**src/rtl/registers_unit_pkg.sv**
```systemverilog
// Shared constants, index type and bypass-match helper for the register file.
package registers_unit_pkg;

    localparam int XLEN_DEF  = 32;
    localparam int REG_COUNT = 32;
    localparam int REG_IDX_W = 5;
    localparam int SP_IDX    = 2;
    localparam logic [31:0] SP_INIT_DEF = 32'h0000_03FC;

    localparam int ZERO = 0;
    localparam int RA   = 1;
    localparam int SP   = 2;

    typedef logic [REG_IDX_W-1:0] reg_idx_t;

    // A read forwards the write data only for a live write to a real register.
    function automatic logic bypass_hit(input logic wr_en, input reg_idx_t wr_idx,
                                        input reg_idx_t rd_idx);
        return wr_en && (wr_idx != '0) && (wr_idx == rd_idx);
    endfunction

endpackage

```
**src/rtl/registers_unit_if.sv**
```systemverilog
// Read, write and debug signals of the register file bundled as one interface.
interface registers_unit_if #(parameter int XLEN = 32);

    logic [4:0]      RUrs1;
    logic [4:0]      RUrs2;
    logic [4:0]      RUrd;
    logic [XLEN-1:0] RUDataWr;
    logic            RUWr;
    logic [4:0]      RUDbgAddr;
    logic [XLEN-1:0] RURs1;
    logic [XLEN-1:0] RURs2;
    logic [XLEN-1:0] RUDbgData;
    logic [31:0]     RUWrCount;

    modport master (
        output RUrs1, RUrs2, RUrd, RUDataWr, RUWr, RUDbgAddr,
        input  RURs1, RURs2, RUDbgData, RUWrCount
    );

    modport slave (
        input  RUrs1, RUrs2, RUrd, RUDataWr, RUWr, RUDbgAddr,
        output RURs1, RURs2, RUDbgData, RUWrCount
    );

endinterface

```
**src/rtl/registers_unit_read_port.sv**
```systemverilog
// One combinational read port: array select with optional write-through forwarding.
module registers_unit_read_port
    import registers_unit_pkg::*;
#(
    parameter int XLEN   = XLEN_DEF,
    parameter int BYPASS = 0
) (
    input  logic [REG_COUNT-1:0][XLEN-1:0] regs,
    input  reg_idx_t                       idx,
    input  logic                           wr_en,
    input  reg_idx_t                       wr_idx,
    input  logic [XLEN-1:0]                wr_data,
    output logic [XLEN-1:0]                data
);

    // x0 is forced last so neither forwarding nor storage can ever make it non-zero.
    always_comb begin
        data = regs[idx];
        if ((BYPASS != 0) && bypass_hit(wr_en, wr_idx, idx)) begin
            data = wr_data;
        end
        if (idx == REG_IDX_W'(ZERO)) begin
            data = '0;
        end
    end

endmodule

```
**src/rtl/registers_unit.sv**
```systemverilog
// 32 x XLEN register file with two read ports, a debug port and a saturating write counter.
module registers_unit
    import registers_unit_pkg::*;
#(
    parameter int              XLEN    = XLEN_DEF,
    parameter logic [XLEN-1:0] SP_INIT = XLEN'(SP_INIT_DEF),
    parameter int              BYPASS  = 0
) (
    input  logic             clk,
    input  logic             rst_n,
    registers_unit_if.slave  bus
);

    logic [REG_COUNT-1:0][XLEN-1:0] regs;
    logic [31:0]                    wr_count;
    logic                           commit;
    logic                           live_wr;
    logic [XLEN-1:0]                rs1_data;
    logic [XLEN-1:0]                rs2_data;
    logic [XLEN-1:0]                dbg_data;

    assign commit  = bus.RUWr && (bus.RUrd != '0);
    // Reset overrides any write, so forwarding is also suppressed while held.
    assign live_wr = bus.RUWr && rst_n;

    always_ff @(posedge clk or negedge rst_n) begin
        if (!rst_n) begin
            for (int i = 0; i < REG_COUNT; i++) begin
                regs[i] <= '0;
            end
            regs[SP_IDX] <= SP_INIT;
        end else if (commit) begin
            regs[bus.RUrd] <= bus.RUDataWr;
        end
    end

    always_ff @(posedge clk or negedge rst_n) begin
        if (!rst_n) begin
            wr_count <= '0;
        end else if (commit && (wr_count != 32'hFFFF_FFFF)) begin
            wr_count <= wr_count + 32'd1;
        end
    end

    registers_unit_read_port #(.XLEN(XLEN), .BYPASS(BYPASS)) u_rs1 (
        .regs    (regs),
        .idx     (bus.RUrs1),
        .wr_en   (live_wr),
        .wr_idx  (bus.RUrd),
        .wr_data (bus.RUDataWr),
        .data    (rs1_data)
    );

    registers_unit_read_port #(.XLEN(XLEN), .BYPASS(BYPASS)) u_rs2 (
        .regs    (regs),
        .idx     (bus.RUrs2),
        .wr_en   (live_wr),
        .wr_idx  (bus.RUrd),
        .wr_data (bus.RUDataWr),
        .data    (rs2_data)
    );

    registers_unit_read_port #(.XLEN(XLEN), .BYPASS(BYPASS)) u_dbg (
        .regs    (regs),
        .idx     (bus.RUDbgAddr),
        .wr_en   (live_wr),
        .wr_idx  (bus.RUrd),
        .wr_data (bus.RUDataWr),
        .data    (dbg_data)
    );

    assign bus.RURs1     = rs1_data;
    assign bus.RURs2     = rs2_data;
    assign bus.RUDbgData = dbg_data;
    assign bus.RUWrCount = wr_count;

endmodule

```
**src/flat_wrapper.sv**
```systemverilog
// flat-port wrapper written by rule: the top's interface ports become plain ports
module registers_unit_flat import registers_unit_pkg::*;
#(
    parameter int              XLEN    = XLEN_DEF,
    parameter logic [XLEN-1:0] SP_INIT = XLEN'(SP_INIT_DEF),
    parameter int              BYPASS  = 0
)
  (clk, rst_n, bus_RUrs1, bus_RUrs2, bus_RUrd, bus_RUDataWr, bus_RUWr, bus_RUDbgAddr, bus_RURs1, bus_RURs2, bus_RUDbgData, bus_RUWrCount);
  registers_unit_if #(.XLEN(XLEN)) bus_i ();
  input  logic clk;
  input  logic rst_n;
  input wire logic [$bits(bus_i.RUrs1)-1:0] bus_RUrs1;
  input wire logic [$bits(bus_i.RUrs2)-1:0] bus_RUrs2;
  input wire logic [$bits(bus_i.RUrd)-1:0] bus_RUrd;
  input wire logic [$bits(bus_i.RUDataWr)-1:0] bus_RUDataWr;
  input wire logic [$bits(bus_i.RUWr)-1:0] bus_RUWr;
  input wire logic [$bits(bus_i.RUDbgAddr)-1:0] bus_RUDbgAddr;
  output wire logic [$bits(bus_i.RURs1)-1:0] bus_RURs1;
  output wire logic [$bits(bus_i.RURs2)-1:0] bus_RURs2;
  output wire logic [$bits(bus_i.RUDbgData)-1:0] bus_RUDbgData;
  output wire logic [$bits(bus_i.RUWrCount)-1:0] bus_RUWrCount;
  assign bus_i.RUrs1 = bus_RUrs1;
  assign bus_i.RUrs2 = bus_RUrs2;
  assign bus_i.RUrd = bus_RUrd;
  assign bus_i.RUDataWr = bus_RUDataWr;
  assign bus_i.RUWr = bus_RUWr;
  assign bus_i.RUDbgAddr = bus_RUDbgAddr;
  assign bus_RURs1 = bus_i.RURs1;
  assign bus_RURs2 = bus_i.RURs2;
  assign bus_RUDbgData = bus_i.RUDbgData;
  assign bus_RUWrCount = bus_i.RUWrCount;
  registers_unit #(.XLEN(XLEN), .SP_INIT(SP_INIT), .BYPASS(BYPASS)) u_core (.clk(clk), .rst_n(rst_n), .bus(bus_i));
endmodule
```
**config.mk**
```make
export PLATFORM = sky130hd
export DESIGN_NAME = registers_unit_flat
export DESIGN_NICKNAME = d
export VERILOG_FILES = /design/src/rtl/registers_unit_pkg.sv /design/src/rtl/registers_unit_if.sv /design/src/rtl/registers_unit_read_port.sv /design/src/rtl/registers_unit.sv /design/src/flat_wrapper.sv
export SDC_FILE = /design/constraint.sdc
export NUM_CORES = 2
export LEC_CHECK = 0
export BUFFER_PORTS_ARGS = -buffer_cell sky130_fd_sc_hd__buf_2
export CAP_MARGIN = 10
export CORE_MARGIN = 2
export CORE_UTILIZATION = 30
export DETAILED_ROUTE_END_ITERATION = 6
export PLACE_DENSITY = 0.42
export SYNTH_ARGS = -nofsm -noshare
export SYNTH_HDL_FRONTEND = slang
export SYNTH_SLANG_ARGS = --single-unit
```
**constraint.sdc**
```tcl
create_clock -name clk -period 3.5 [get_ports clk]
set_input_delay 0.7 -clock clk [delete_from_list [all_inputs] [get_ports clk]]
set_output_delay 0.7 -clock clk [all_outputs]
set_load 0.005 [all_outputs]
```
### After elaboration in Yosys (flattened, before gate mapping)

Cells that the tools add are included.

| word-level totals | value |
|---|---|
| register bits after elaboration | 1,056 |
| bits in latches | 0 |
| memory bits (writable) | 0 |
| ROM bits | 0 |
| input bits | 55 |
| output and inout bits | 128 |
| word-level logic and storage cells | 59 |
| memories kept | 0 |

| operators by class | value |
|---|---|
| $add $sub $neg | 1 |
| multipliers | 0 |
| divide/modulo/power cells | 0 |
| $lt $le $gt $ge | 5 |
| equality and inequality tests | 1 |
| shift operators | 0 |
| mux-type cells | 12 |
| bitwise logic cells | 0 |
| reductions and logical operators | 7 |

Operators with widths:

| kind | number |
|---|---|
| bitwise mux 1024 bit | 1 |
| binary-select mux 32 bit (select 5 bit) | 3 |
| two-way mux 32 bit | 7 |
| demux 32 bit (select 5 bit) | 1 |
| adder 32 x 1 -> 32 bit, second input constant | 1 |
| != test 32 bit, second input constant | 1 |
| less-than comparator 5 x 6 -> 1 bit, second input constant | 4 |
| zero test 5 bit | 3 |
| >= comparator 5 x 1 -> 1 bit, second input constant | 1 |
| nonzero test 5 bit | 1 |
| logical AND 1 bit | 3 |

### Longest topological paths before layout

| depth | value |
|---|---|
| depth in word-level cells | 5 |
| depth in mapped cells | 9 |

### Modules after synthesis

From an unflattened synthesis, not the netlist that was laid out.

| second synthesis, totals | value |
|---|---|
| cells, all modules | 4,433 |
| area total of the unflattened synthesis | 65,009.8 um^2 |

By module, submodules not included:

| module | instances | cells each | area each (um^2) |
|---|---|---|---|
| registers_unit | 1 | 2,441 | 39,905.8 |
| registers_unit_read_port | 3 | 664 | 8,368.0 |

### Worst setup path after synthesis

Ideal clock, no wire load.

| timing | value |
|---|---|
| path type | input to output |
| start point | input bus_RUrs1[1] |
| end point | output bus_RURs1[16] |
| data arrival time | 2,225 ps |
| required time | 2,800 ps |
| path slack | 575 ps |
| stages | 8 |
| path through | buf_6 -> buf_6 -> buf_8 -> buf_6 -> mux4_1 -> mux2_2 -> o21ai_0 -> a31oi_1 |

| on the way | value |
|---|---|
| word-level cells in the longest chain between the ends | 3 |

RTL lines:

| what | RTL line | text |
|---|---|---|
| from (decl) | flat_wrapper.sv:12 | `input wire logic [$bits(bus_i.RUrs1)-1:0] bus_RUrs1;` |
| binary-select mux 32 bit (select 5 bit) | registers_unit_read_port.sv:18 | `data = regs[idx];` |
| two-way mux 32 bit (implied by the code) | registers_unit_read_port.sv:18 |  |
| two-way mux 32 bit (*) | registers_unit_read_port.sv:22 | `if (idx == REG_IDX_W'(ZERO)) begin` |
| to (decl) | flat_wrapper.sv:18 | `output wire logic [$bits(bus_i.RURs1)-1:0] bus_RURs1;` |

Mark *: on every way between the ends. The rest lies on a longest branch, timed or not. The select of a mux whose other input is x is not followed.

### Worst setup path in the final report

| timing | value |
|---|---|
| start point | input bus_RUrs1[0] |
| end point | output bus_RURs1[15] |

Same word-level chain as after synthesis.

==> impl_metrics.ini <==
[status]
status = finished, violations left
violations = setup timing

[worst_setup_path]
r2r_end = u_core.bus.RUWrCount[28]$_DFFE_PN0P_
worstPathArrival_ns = 2.81
critPathCaptureType = output port
worst-path-max-fanout = 15
worstSetupStartpoint = bus_RUrs1[0]
crit_type = in2out
reg2reg_slack_ns = 1.15
r2r-start = u_core.bus.RUWrCount[0]$_DFFE_PN0P_
endpoint = bus_RURs1[15]
start_kind = input port
reg2reg_depth = 6
required_ns = 2.80

[synth]
synth_xor_area_share_pct = 0.381
synth_compound_area_share_pct = 4.00
synth_flop_cell = dfrtp_1
synth_fa_ha_area_share_pct = 0.0194
yosys_register_bits = 1056
yosys.area_share.simple_pct = 2.19
syn_inst = 4242
seq_area_frac_synth_pct = 41.0
synth_edf_count = 0
synth_mux_area_share_pct = 48.4
synthTopCellsByArea = dfrtp_1, mux4_2, mux2_2
syn_area_um2 = 64400
netlist.area_leader.share_pct = 40.7
synth_top_family_by_area = multiplexers
synth-async-reset-ratio_pct = 100
syn_area_per_cell_um2 = 15.2
synth.largest_area_cell = dfrtp_1
ys_warn_count = 0
synthDistinctLibCells = 55
synth_nets = 4298

[finish]
final_nets = 4605
final_common_cell = mux2_2
drive_gt1_share_pct = 61.4
final_cell_mix = mux2_2, dfrtp_1, mux4_2
nFillCells = 20500
area_delta_synth_final_pct = 20.4
design_area_um2 = 77600

[placed_design]
port_buffers = 182
gp_congestion = 0.809
pre_cts_ws_ns = -0.410
hpwl_um = 168000
postPlaceCellArea_um2 = 72200

[global_route]
grt_antenna_before_repair = 22
grt_max_degree = 129
grt_pass1_vias = 45000
grt_pass1_wl_um = 367000
grt_overflow = 0
grt_usage_pct = 23.8

[floorplanning]
top_level_ports = 183
core_area_um2 = 214000
die_w_um = 467
die_h_um = 467
rows = 170
dieArea_um2 = 218000
initial_core_util_pct = 30.1

[clock_network]
cts_buffers = 138
cts_root_buffer = clkbuf_16
cts_tree = built
path_clk_slew_ns = 0.05
clockBufferDepth = 3
cts.sink_count = 1056
clk_latency_ns = 0.78
htreeDepth = 4

[detailed_routing]
postRouteAntennaNets = 0
first_iter_violations = 3830
vias = 43700
top_layer_used = met4
drc = 0
first_pass_iters = 5
totalWireLength_um = 261000
wl_met2_um = 122000
viasPerCell = 5.83
met3WireLength_um = 15000
wirelength_met1_um = 117000
detail_route.wl_per_cell_um = 34.8

[sta]
slew_headroom_pct = 41.0
setup_ws_ns = -0.0139
finalSetupViolCount = 1
post-route-period-util_pct = 100
final.min_clock_period_ns = 3.51
hold_viol_final = 0
slew_viol_final = 0
max_slew.worst_pin.slew_ns = 0.880
rsz0062_at_grt = no
worst_clock_skew_ns = 0.0128
achievable-frequency_mhz = 285

[power_and_ir_drop]
p_per_area_nw_per_um2 = 535
ir_worst_vdd_v = 0.000540
p_leak_uw = 0.0327

[job]
cap_violations = 0

[min_path]
hold_class = in2reg
## area by class of cell
type                       instances  area (um2)  area share, %
sequential                      1056       26400           34.1
timing repair buffer             677        6850           8.83
antenna                            3        7.51        0.00968
tap                             2838        3550           4.58
inverter                           1        3.75        0.00484
clock buffer                     209        4100           5.28
multi-input combinational       2675       36200           46.6
clock inverter                    38         447          0.576
## state kept, by name (all words and copies together), names as in the netlist
signal	count
u_core.bus.RUWrCount	32
u_core.regs	1024
## metal layers
layer / vias up / global-route usage (%)
li1: 17600 / -
met3: 343 / 3.97
met2: 1564 / 37.4
met1: 24200 / 34.0
met4: 0 / 6.59
met5: - / 0
## stage by stage
step	instances	util, %	total power, uW	TNS, ns	hold WS [ns]
floorplan	4242	-	23100	0	0.404
global placement	7227	33.8	26800	-7.35	0.397
detailed placement	7227	33.8	27000	-6.01	0.403
CTS	7482	36.1	41900	0	0.332
global route	7497	36.2	43400	0	0.414
finish	7497	36.2	41500	-0.0139	0.404
## worst max-delay path, stage by stage
cell and delay (ns):
buf_8 0.22, buf_12 0.21, buf_4 0.30, mux2i_1 0.14
a21oi_1 0.17, o21ai_1 0.11, buf_4 0.17, a31oi_2 0.49
buf_2 0.23
## where the power goes
| group | internal (uW) | switching, uW | total (uW) |
|---|---|---|---|
| Clock | 8650 | 5830 | 14500 |
| Sequential | 14500 | 2220 | 16700 |
| Combinational | 6210 | 4100 | 10300 |
## kinds of logic after synthesis
logic type,count (synthesis)
and+or+nand+nor,277
muxes,2008
buffers and inverters,511
AOI/OAI and AO/OA,361
xor gates and xnor gates,28
adders and majority gates,1
DFF,1056
## worst min-delay path by stage
| stage | startpoint | endpoint | slack [ns] | cells after the start |
|---|---|---|---|---|
| final | bus_RUWr | u_core.bus.RUWrCount[7]$_DFFE_PN0P_ | 0.40 | 5 |
| after CTS | bus_RUWr | u_core.bus.RUWrCount[7]$_DFFE_PN0P_ | 0.33 | 5 |
| after global placement | u_core.regs[2]$_DFFE_PN0P_ | u_core.regs[2]$_DFFE_PN0P_ | 0.40 | 0 |
| after detailed placement | u_core.regs[21]$_DFFE_PN0P_ | u_core.regs[21]$_DFFE_PN0P_ | 0.40 | 0 |
| after global routing | rst_n | u_core.regs[42]$_DFFE_PN0P_ | 0.41 | 2 |
| after floorplan | rst_n | u_core.bus.RUWrCount[0]$_DFFE_PN0P_ | 0.40 | 0 |
## repair_timing
| item | 4_1_cts | 5_1_grt |
|---|---|---|
| hold buffers | 1 | 0 |
| gates resized for setup | 85 | 42 |
| pin swaps | 0 | 4 |
| endpoints found under the setup margin | 43 | 35 |
| endpoints found under the hold margin | 16 | 0 |
| setup buffers | 6 | 10 |
| cloned | 2 | 2 |
## synth_stat cells, types with 10 or more instances
library cell and n:
buf_4 56, buf_2 138, a21oi_1 65, a22oi_1 96, buf_1 44, clkbuf_1 241, buf_6 25, mux2_2 1111
nand2_1 121, nor2_1 31, mux2i_1 128, nand4_1 13, a2111oi_0 42, mux4_1 26, xor2_1 10, o21ai_0 16
a211oi_1 42, nand3_1 16, a221o_1 32, xnor2_1 18, mux4_2 742, nor2b_1 48, a31oi_1 55, dfrtp_1 1048
No activity file was read; power rests on OpenSTA's default activity.
